<file path="config.mk">
export PLATFORM = sky130hd
export DESIGN_NAME = bsg_chip_period_meter
export DESIGN_NICKNAME = d
export VERILOG_FILES = /design/src/rtl/bsg_chip_period_meter.sv
export SDC_FILE = /design/constraint.sdc
export NUM_CORES = 1
export LEC_CHECK = 0
export ABC_AREA = 1
export BUFFER_PORTS_ARGS = -buffer_cell sky130_fd_sc_hd__buf_2
export CAP_MARGIN = 40
export CORE_ASPECT_RATIO = 0.9
export CORE_MARGIN = 2
export CORE_UTILIZATION = 40
export CTS_BUF_LIST = sky130_fd_sc_hd__clkbuf_2
export DETAILED_ROUTE_END_ITERATION = 6
export GPL_ROUTABILITY_DRIVEN = 0
export HOLD_SLACK_MARGIN = 0.02
export MAX_ROUTING_LAYER = met4
export PLACE_DENSITY = 0.71
export SYNTH_ARGS = -nofsm -noshare
export SYNTH_HDL_FRONTEND = slang
export SYNTH_SLANG_ARGS = --single-unit
</file>
<file path="constraint.sdc">
create_clock -name clk_i -period 1.7 [get_ports clk_i]
set_input_delay 0.17 -clock clk_i [delete_from_list [all_inputs] [get_ports clk_i]]
set_output_delay 0.17 -clock clk_i [all_outputs]
set_load 0.1 [all_outputs]
</file>
<file path="src/rtl/bsg_chip_period_meter.sv">
// Measures the period of a synchronized monitor signal in clk_i cycles,
// averaging 2^samples_lg_p periods per result, with saturation reporting.
module bsg_chip_period_meter #(
  parameter int unsigned width_p      = 8,
  parameter int unsigned samples_lg_p = 2
) (
  input  logic               clk_i,
  input  logic               reset_i,
  input  logic               en_i,
  input  logic               sig_i,
  output logic               v_o,
  input  logic               yumi_i,
  output logic [width_p-1:0] period_o,
  output logic               ovf_o
);

  localparam int unsigned acc_width_lp = width_p + samples_lg_p;
  localparam int unsigned n_width_lp   = (samples_lg_p > 0) ? samples_lg_p : 1;
  localparam logic [n_width_lp-1:0] n_max_lp =
    n_width_lp'((64'(1) << samples_lg_p) - 64'(1));
  localparam logic [width_p-1:0] cnt_max_lp = {width_p{1'b1}};

  typedef enum logic [1:0] {
    IDLE    = 2'd0,
    ARM     = 2'd1,
    MEASURE = 2'd2,
    DONE    = 2'd3
  } state_e;

  state_e                  state_r, state_n;
  logic                    sig_r;
  logic [width_p-1:0]      cnt_r, cnt_n;
  logic [acc_width_lp-1:0] acc_r, acc_n, acc_sum;
  logic [n_width_lp-1:0]   n_r, n_n;
  logic [width_p-1:0]      period_r, period_n;
  logic                    ovf_r, ovf_n;
  logic                    v_r;
  logic                    rise;

  // sig_r resets high so a level held through reset is not seen as an edge
  assign rise    = sig_i & ~sig_r;
  assign acc_sum = acc_r + acc_width_lp'(cnt_r);

  // State, counters and result registers
  always_ff @(posedge clk_i) begin
    if (reset_i) begin
      state_r  <= IDLE;
      sig_r    <= 1'b1;
      cnt_r    <= '0;
      acc_r    <= '0;
      n_r      <= '0;
      period_r <= '0;
      ovf_r    <= 1'b0;
      v_r      <= 1'b0;
    end else begin
      state_r  <= state_n;
      sig_r    <= sig_i;
      cnt_r    <= cnt_n;
      acc_r    <= acc_n;
      n_r      <= n_n;
      period_r <= period_n;
      ovf_r    <= ovf_n;
      v_r      <= (state_n == DONE);
    end
  end

  // Next-state and datapath updates; en_i dominates rise and saturation
  always_comb begin
    state_n  = state_r;
    cnt_n    = cnt_r;
    acc_n    = acc_r;
    n_n      = n_r;
    period_n = period_r;
    ovf_n    = ovf_r;

    unique case (state_r)
      IDLE: begin
        if (en_i) state_n = ARM;
      end

      ARM: begin
        if (!en_i) begin
          state_n = IDLE;
        end else if (rise) begin
          state_n = MEASURE;
          cnt_n   = width_p'(1);
          acc_n   = '0;
          n_n     = '0;
        end
      end

      MEASURE: begin
        if (!en_i) begin
          state_n = IDLE;
        end else if (rise) begin
          if (n_r == n_max_lp) begin
            state_n  = DONE;
            period_n = width_p'(acc_sum >> samples_lg_p);
            ovf_n    = 1'b0;
          end else begin
            acc_n = acc_sum;
            cnt_n = width_p'(1);
            n_n   = n_r + n_width_lp'(1);
          end
        end else if (cnt_r == cnt_max_lp) begin
          state_n  = DONE;
          period_n = cnt_max_lp;
          ovf_n    = 1'b1;
        end else begin
          cnt_n = cnt_r + width_p'(1);
        end
      end

      DONE: begin
        // Result is held until consumed regardless of en_i
        if (yumi_i) state_n = en_i ? ARM : IDLE;
      end

      default: state_n = IDLE;
    endcase
  end

  assign v_o      = v_r;
  assign period_o = period_r;
  assign ovf_o    = ovf_r;

endmodule

</file>
---- Word-level counts from Yosys, hierarchy flattened ----
Cells that the tools add are included.
word-level totals
  output and inout port bits .............. 10
  register bits after elaboration ......... 33
operators by class
  reduce and logical (&&, ||, !) cells .... 6
  mux-type cells .......................... 35
  eq/ne operators ......................... 14
  $add $sub $neg .......................... 3
  bitwise operators ....................... 2
operator list
  kind                   number
  $mux W8                9
  $mux W10               5
  $mux W2                13
  $pmux W10 S2           1
  $pmux W8 S2            1
  $reduce_and A6 Y1      2
  $add A10 B8 Y10        1
  $ne A2 B2 Y1 const B   5
  $add A8 B1 Y8 const B  1
  $eq A2 B2 Y1 const B   4
  $eq A8 B8 Y1 const B   1
  $pmux W2 S4            1
  $ne A3 B3 Y1 const B   2
  $mux W1                4
  $pmux W2 S2            1
  $reduce_and A4 Y1      1
  $reduce_bool A2 Y1     2
  $add A2 B1 Y2 const B  1
  $eq A2 B1 Y1 const B   1
  $logic_not A2 Y1       1
  $ne A2 B1 Y1 const B   1
  $and A1 B1 Y1          1
  $not A1 Y1             1

---- Depth between registers and ports, before layout ----
Gate-level depths: netlist (run 1).
  depth in word-level cells ............... 6
  depth in mapped cells ................... 11
  mapped depth without buffers ............ 11

---- Least setup slack after synthesis (run 1) ----
No wires, ideal clock.
  path kind ............................... reg-to-reg
  from .................................... reg cnt_r[0]
  to ...................................... reg period_r[4] (netlist: period_o[4])
  cell stages (with the launch flop) ...... 9
  setup time .............................. 118 ps
  clock period less this slack ............ 1,583 ps
  data arrival time ....................... 1,466 ps
  path slack .............................. 117 ps
  required time ........................... 1,582 ps
  cells stage by stage .................... dfxtp_1 ha_1 fa_1 nand3_1 nand2_1 nand3_1 nand3b_1 a21oi_1 nor2_1
on the way
  longest elaborated chain between the ends .. 3
  elaborated cells on any way between the ends .. 6
  those cells by class .................... add/sub: 1; eq/ne: 1; mux: 2; reduce/logical: 2
RTL lines
  item                                             line     RTL
  start, declared                                  32       logic [width_p-1:0] cnt_r, cnt_n;
  start signal, assigned                           58       cnt_r <= cnt_n;
  $add A10 B8 Y10 or $eq A8 B8 Y1 (tied branches)  42, 105
  $mux W8 or $reduce_bool A2 Y1 (tied branches)    n/a
  $mux W8 or $reduce_and A4 Y1 (tied branches)     n/a
  end signal, assigned                             61       period_r <= period_n;
  end, declared                                    35       logic [width_p-1:0] period_r, period_n;
Several ways; a longest one is shown, not always the timed one. The select of a mux whose other input is x is not followed.
A chain may end at the register's enable or synchronous reset.

---- Worst setup path after layout (run 1) ----
  from .................................... reg cnt_r[0]
  to ...................................... reg cnt_r[7]
on the way
  longest elaborated chain between the ends .. 5
  elaborated cells on any way between the ends .. 8
  those cells by class .................... add/sub: 1; eq/ne: 2; mux: 4; reduce/logical: 1
RTL lines
  item           line  RTL
  $add A8 B1 Y8  110   cnt_n = cnt_r + width_p'(1);
  $mux W8        105   end else if (cnt_r == cnt_max_lp) begin
  $mux W8        95    end else if (rise) begin
  $mux W8        93    if (!en_i) begin
  $pmux W8 S2    76    unique case (state_r)
Several ways; a longest one is shown, not always the timed one. The select of a mux whose other input is x is not followed.

==> summary.txt, run 1 <==
Run status
  – Outcome: finished clean

Timing
  – Fin crit period: roughly 1600 ps
  – Tcrit/Tclk final: 96.0%
  – Setup skew after layout: 16.8 ps
  – Fmax: 613 MHz
  – Hold WS: 173 ps
  – Max Slew Vio Count: 0
  – Relative max-transition margin: 67.7%
  – RSZ-0062 raised after global routing: yes
  – Final hold vios: 0
  – # setup viols final: 0
  – Pin slew with the least headroom to its limit: 488 ps
  – Post-Route Setup TNS: 0 ps

Clock network
  – Reg clk slew, reported paths: 170 ps
  – Clock Path Buffers: 2
  – Number of H-tree levels: 2
  – Cts bufs inserted: 5
  – CTS tree: yes
  – Clock latency on the worst-skew pair: 400 ps
  – Clk sinks: 33
  – Root Buffer Master: clkbuf_2

Critical path
  – Critical path, cell by cell: buf_4 -> ha_4 -> nand2_2 -> nor2_4 -> nand2_2 -> nor2_4 -> nand2_4 -> nand2_4 -> inv_4 -> o21ai_1 -> nor2_1
  – Reg2reg end: cnt_r[7]$_SDFFE_PP0P_
  – Crit. End Element: flip-flop
  – R2R Path Start: cnt_r[0]$_SDFFE_PP0P_
  – Worst reg2reg setup slack: approximately 69 ps
  – Worst Path Required: about 2000 ps
  – Setup Crit Path Kind: reg -> reg
  – CP max-delay cell: dfxtp_4
  – Critical path's top delay family: simple AND/OR/NAND/NOR gates
  – CP bufs+invs: 2
  – CP Max Fanout: 7
  – Crit path largest cell delay: 410 ps
  – R2r worst-path depth: 11
  – CP arrival: 1940 ps
  – CP Launch Type: flip-flop

Detailed routing
  – Wire per inst: 12.0 um
  – Drt first pass iters: 4
  – Drt via density: 4.91
  – Antenna viol nets, final: 0
  – Initial DRC Count: 74
  – Vias: around 1.8k
  – Post-Route WL: 4290 um
  – DR DRC count: 0

Synthesis
  – Largest area contributor in the synthesized netlist: dfxtp_1
  – Seq/Total Area, Yosys: roughly a third
  – Netlist cell types: 37
  – Syn_nets: between 200 and 300
  – Post-synthesis cell count: 263
  – Area share of the largest cell type after synthesis: 33.6%
  – Mean Syn Cell Area: 7.47 um^2
  – Synth Register Bits: 33
  – Post-Syn Area: 1970 um^2
  – Synthesis Warnings: 0
  – Ranking of synthesized cells by area: dfxtp_1, nand2_1, ha_1
  – Ys async rst share: 0%
  – Post-synth EDFFs: 0
  – Ys flop type: dfxtp_1

Pwr
  – P_sw: ~0.35 mW
  – Clock power share: between 30 and 40%
  – Cell Pwr Density: 533 nW/um^2
  – Comb pwr share: under 10%
  – Switching share of power: 27.6%
  – VDD IR-drop max: 0.000230 V
  – P_leak: 1.03 nW
  – Seq pwr share: 63.0%
  – Int Power: 0.907 mW
  – Total Power: 1.25 mW

Finish
  – ANT cells: 0
  – Commonest non-fill, non-tap cell in the layout: nand2_1
  – Commonest non-fill, non-tap cells in the layout: nand2_1, nor2_1, dfxtp_1
  – Share of cells above drive strength 1: 31.2%
  – Layout Utilization: roughly 49%
  – # nets final: 307
  – Fin cells: ~360
  – Area Overhead vs Synth: 19.6%

Run
  – Max cap viols: 0

Global route
  – Total Routing Usage GR: around 17%
  – Largest net degree at the start of global routing: 19
  – Remaining global-route overflow: 0
  – Antenna violations before repair: 0
  – First-pass GRT wire length: 7240 um
  – Vias in the first global route: 1640

Floorplanning
  – Core area: 4770 um^2
  – Chip Width: 77.9 um
  – IO Count: 15
  – Starting density of the core: ~41%
  – Die height: 70.5 um
  – Die area: 5490 um^2
  – Site Rows: 24

Worst hold path
  – Min-delay src: yumi_i
  – Hold endpoint: state_r[1]$_SDFF_PP0_
  – Hold depth: 4
  – Class of the worst hold path: in -> reg

Place
  – Hpwl dp: 3010 um
  – Post-Place Cells: 344
  – Port Buffers: 14
==> cells by family (layout without fill, tap and decap cells) <==
| group | after synthesis | in the layout | synth area share, % |
|---|---|---|---|
| fa+ha+maj | 11 | 11 | 7.38 |
| xor+xnor | 4 | 4 | 1.78 |
| simple gates | 137 | 138 | 35.6 |
| flops | 33 | 33 | 33.6 |
| compound gates | 45 | 45 | 13.9 |
| buf+inv | 33 | 61 | 7.76 |
==> power groups by stage <==
stage	Clock [mW]	Combinational, mW	Sequential (mW)
after global placement	0	0.0685	0.807
after global routing	0.432	0.0834	0.792
after floorplan	0	0.0539	0.807
after detailed placement	0	0.0692	0.807
final	0.389	0.0754	0.790
after CTS	0.401	0.0696	0.791
==> flip-flops by register name, indices dropped and copies added, names as in the netlist <==
name,cells
state_r,2
period_o,8
sig_r,1
v_o,1
n_r,2
cnt_r,8
acc_r,10
ovf_o,1
==> metal layers <==
layer	global-route usage (%)	routed length [um]	vias up
met2	26.9	1950	35
met5	-	0	-
li1	-	-	924
met3	3.88	189	9
met4	5.85	88	0
met1	21.4	2060	785
==> worst max path at each step <==
| stage | startpoint | endpoint | depth (start not counted) |
|---|---|---|---|
| global route | cnt_r[0]$_SDFFE_PP0P_ | period_o[0]$_SDFFE_PP0P_ | 7 |
| global placement | cnt_r[0]$_SDFFE_PP0P_ | period_o[4]$_SDFFE_PP0P_ | 8 |
| detailed placement | cnt_r[0]$_SDFFE_PP0P_ | period_o[4]$_SDFFE_PP0P_ | 8 |
| finish | cnt_r[0]$_SDFFE_PP0P_ | cnt_r[7]$_SDFFE_PP0P_ | 11 |
| floorplan | cnt_r[0]$_SDFFE_PP0P_ | period_o[4]$_SDFFE_PP0P_ | 8 |
| CTS | cnt_r[1]$_SDFFE_PP0P_ | cnt_r[7]$_SDFFE_PP0P_ | 10 |
==> area by class of cell <==
type | count | area, um^2
inverter | 27 | 106
sequential | 33 | 669
multi-input combinational | 198 | 1290
fill | 477 | 2420
tap | 65 | 81.3
clock inverter | 2 | 10.0
timing repair buffer | 26 | 163
clock buffer | 6 | 30.0
==> cells in the mapped netlist (4+ instances only) <==
master and instances:
nand3b_1 4, ha_1 10, a22oi_1 4, nand4_1 4
a21oi_1 19, o21ai_1 7, nand2_1 56, dfxtp_1 33
o21ai_0 6, nand3_1 17, nand2_2 8, nor2_1 31
inv_1 22, nor2_4 6
==> repair_timing <==
item,4_1_cts,5_1_grt
endpoints found under the hold margin,0,1
pin swaps,0,11
cloned,0,1
endpoints found under the setup margin,2,23
gates resized for setup,2,33
buffers inserted,0,3
hold buffers,0,1
==> worst min-delay path: stages <==
cell	delay (ps)
buf_2	70
nor2_1	40
nor3_1	170
nor2_1	70
==> stage by stage <==
step / area [um^2] / worst slack, ps
3_3_place_gp: 2130 / 30.4
5_1_grt: 2350 / -15.0
3_5_place_dp: 2130 / -5.74
6_report: 2350 / 68.7
2_1_floorplan: 1970 / 117
4_1_cts: 2170 / 14.7
Power figures use the tool's default switching activity.
==> inputs of run 2 (changes only) <==
--- a/config.mk
+++ b/config.mk
@@ -10,13 +10,12 @@
 export CAP_MARGIN = 40
 export CORE_ASPECT_RATIO = 0.9
 export CORE_MARGIN = 2
-export CORE_UTILIZATION = 40
+export CORE_UTILIZATION = 35
 export CTS_BUF_LIST = sky130_fd_sc_hd__clkbuf_2
 export DETAILED_ROUTE_END_ITERATION = 6
 export GPL_ROUTABILITY_DRIVEN = 0
 export HOLD_SLACK_MARGIN = 0.02
-export MAX_ROUTING_LAYER = met4
-export PLACE_DENSITY = 0.71
+export PLACE_DENSITY = 0.65
 export SYNTH_ARGS = -nofsm -noshare
 export SYNTH_HDL_FRONTEND = slang
 export SYNTH_SLANG_ARGS = --single-unit
==> summary.txt, run 2 (synthesis gave the netlist of run 1 again) <==
Run status
  – Outcome: finished clean (unchanged)

Worst hold path
  – Hold endpoint: sig_r$_SDFF_PP1_ (was state_r[1]$_SDFF_PP0_)
  – Class of the worst hold path: in -> reg (unchanged)
  – Min-delay src: sig_i (was yumi_i)
  – Hold depth: 3 (was 4)

Finish
  – ANT cells: 0 (unchanged)
  – Max reg flops: 10 (unchanged)
  – Commonest non-fill, non-tap cell in the layout: nand2_1 (unchanged)
  – Area Overhead vs Synth: 18.1% (was 19.6%)
  – Commonest non-fill, non-tap cells in the layout: nand2_1, nor2_1, dfxtp_1 (unchanged)
  – Top reg by flops: acc_r (unchanged)
  – Fin area: 2320 um^2 (was 2350 um^2)
  – # nets final: 306 (was 307)
  – Share of cells above drive strength 1: 28.5% (was 31.2%)
  – Fin cells: 358 (was 357)

Global route
  – Remaining global-route overflow: 0 (unchanged)
  – Largest net degree at the start of global routing: 18 (was 19)
  – First-pass GRT wire length: 7630 um (was 7240 um)
  – Total Routing Usage GR: 15.2% (was 17.0%)
  – Antenna violations before repair: 0 (unchanged)
  – Vias in the first global route: 1649 (was 1640)

Clock network
  – Number of H-tree levels: 2 (unchanged)
  – Clk sinks: 33 (unchanged)
  – Post-CTS Hold Buffers: 0 (unchanged)
  – Cts bufs inserted: 5 (unchanged)
  – Clock Path Buffers: 2 (unchanged)
  – Clock latency on the worst-skew pair: 380 ps (was 400 ps)
  – Root Buffer Master: clkbuf_2 (unchanged)
  – CTS tree: yes (unchanged)
  – Reg clk slew, reported paths: 210 ps (was 170 ps)

Run
  – Max cap viols: 0 (unchanged)

Detailed routing
  – Antenna viol nets, final: 0 (unchanged)
  – DR DRC count: 0 (unchanged)
  – Wire per inst: 12.2 um (was 12.0 um)
  – Post-Route WL: 4370 um (was 4290 um)
  – Drt first pass iters: 4 (unchanged)
  – Drt via density: 4.88 (was 4.91)
  – Vias: 1748 (was 1753)
  – Initial DRC Count: 71 (was 74)

Timing
  – Fmax: 614 MHz (was 613 MHz)
  – Fin crit period: 1630 ps (about the same)
  – Hold WS: 67.0 ps (was 173 ps)
  – RSZ-0062 raised after global routing: yes (unchanged)
  – Max Slew Vio Count: 0 (unchanged)
  – Final hold vios: 0 (unchanged)
  – # setup viols final: 0 (unchanged)
  – Pin slew with the least headroom to its limit: 486 ps (was 488 ps)
  – Setup skew after layout: 27.6 ps (was 16.8 ps)
  – Tcrit/Tclk final: 95.9% (was 96.0%)
  – Relative max-transition margin: 67.8% (was 67.7%)

Floorplanning
  – Starting density of the core: 36.7% (was 41.2%)
  – Die area: 6230 um^2 (was 5490 um^2)
  – Die height: 75.1 um (was 70.5 um)
  – IO Count: 15 (unchanged)
  – Chip Width: 83.0 um (was 77.9 um)
  – Core area: 5350 um^2 (was 4770 um^2)
  – Site Rows: 25 (was 24)

Place
  – Port Buffers: 14 (unchanged)
  – Post-DP Area: 2160 um^2 (was 2130 um^2)
  – Hpwl dp: 3180 um (was 3010 um)
  – Post-Place Cells: 349 (was 344)

Critical path
  – Worst Path Required: 2020 ps (was 2010 ps)
  – CP arrival: 1950 ps (was 1940 ps)
  – R2R Path Start: acc_r[0]$_SDFFE_PP0P_ (was cnt_r[0]$_SDFFE_PP0P_)
  – R2r worst-path depth: 7 (was 11)
  – CP Max Fanout: 2 (was 7)
  – Worst reg2reg setup slack: 70 ps (about the same)
  – Crit. End Element: flip-flop (unchanged)
  – Reg2reg end: period_o[0]$_SDFFE_PP0P_ (was cnt_r[7]$_SDFFE_PP0P_)
  – CP Launch Type: flip-flop (unchanged)
  – Setup Crit Path Kind: reg -> reg (unchanged)

Pwr
  – P_leak: 1.05 nW (was 1.03 nW)
  – VDD IR-drop max: 0.000412 V (was 0.000230 V)
  – P_sw: 0.354 mW (was 0.347 mW)
  – Comb pwr share: 4.9% (was 6.0%)
  – Seq pwr share: 50.8% (was 63.0%)
  – Cell Pwr Density: 669 nW/um^2 (was 533 nW/um^2)
  – Int Power: 1.20 mW (was 0.907 mW)
  – Switching share of power: 22.8% (was 27.6%)
  – Clock power share: 44.2% (was 31.0%)
==> run 2: worst max path at each step <==
stage | endpoint | slack (ps) | startpoint | depth (start not counted)
2_1_floorplan | period_o[4]$_SDFFE_PP0P_ | 120 | cnt_r[0]$_SDFFE_PP0P_ | 8
3_3_place_gp | period_o[4]$_SDFFE_PP0P_ | 50 | cnt_r[0]$_SDFFE_PP0P_ | 8
3_5_place_dp | period_o[6]$_SDFFE_PP0P_ | 20 | cnt_r[0]$_SDFFE_PP0P_ | 8
4_1_cts | period_o[4]$_SDFFE_PP0P_ | 20 | cnt_r[0]$_SDFFE_PP0P_ | 8
5_1_grt | period_o[7]$_SDFFE_PP0P_ | -30 | cnt_r[4]$_SDFFE_PP0P_ | 9
6_report | period_o[0]$_SDFFE_PP0P_ | 70 | acc_r[0]$_SDFFE_PP0P_ | 7
==> run 2: cell type report <==
cell class	count	area (um^2)
fill	566	3030
multi-input combinational	197	1210
tap	67	83.8
timing repair buffer	26	160
sequential	33	668
clock buffer	5	25.0
inverter	27	106
clock inverter	3	65.1
==> run 2: per-stage QoR <==
step | setup WS [ps] | power [mW] | util, % | setup TNS [ps]
after floorplan | 117 | 0.861 | - | 0
after global placement | 52.7 | 0.881 | 40.3 | 0
after detailed placement | 24.0 | 0.882 | 40.3 | 0
after CTS | 18.8 | 1.57 | 42.0 | 0
after global routing | -26.7 | 1.62 | 43.4 | -46.9
final | 70.1 | 1.55 | 43.4 | 0
==> run 2: timing repair <==
action / 4_1_cts / 5_1_grt
buffers inserted: 0 / 1
gates resized for setup: 0 / 20
endpoints found under the setup margin: 0 / 22
==> run 2: layer usage <==
| metal | wire [um] | vias up | share of wire, % | GRT usage (%) |
|---|---|---|---|---|
| met1 | 2270 | 795 | 52 | 20.2 |
| met5 | 0 | - | 0 | 0 |
| li1 | - | 913 | - | - |
| met3 | 148 | 4 | 3.4 | 3.07 |
| met4 | 47 | 0 | 1.1 | 6.01 |
| met2 | 1900 | 36 | 43 | 24.6 |
==> run 2: critical path, stage by stage, from the launching register on <==
cell,delay [ps]
dfxtp_1,360
ha_1,210
fa_2,360
xor2_1,340
nor2_2,70
nor2_1,110
o21ai_1,70
inv_1,50
==> run 2: power groups by stage <==
stage / combinational (mW) / clock (mW) / sequential [mW]
floorplan: 0.0539 / 0 / 0.807
finish: 0.0763 / 0.687 / 0.790
CTS: 0.0756 / 0.707 / 0.791
global placement: 0.0737 / 0 / 0.807
detailed placement: 0.0751 / 0 / 0.807
global route: 0.0840 / 0.740 / 0.792
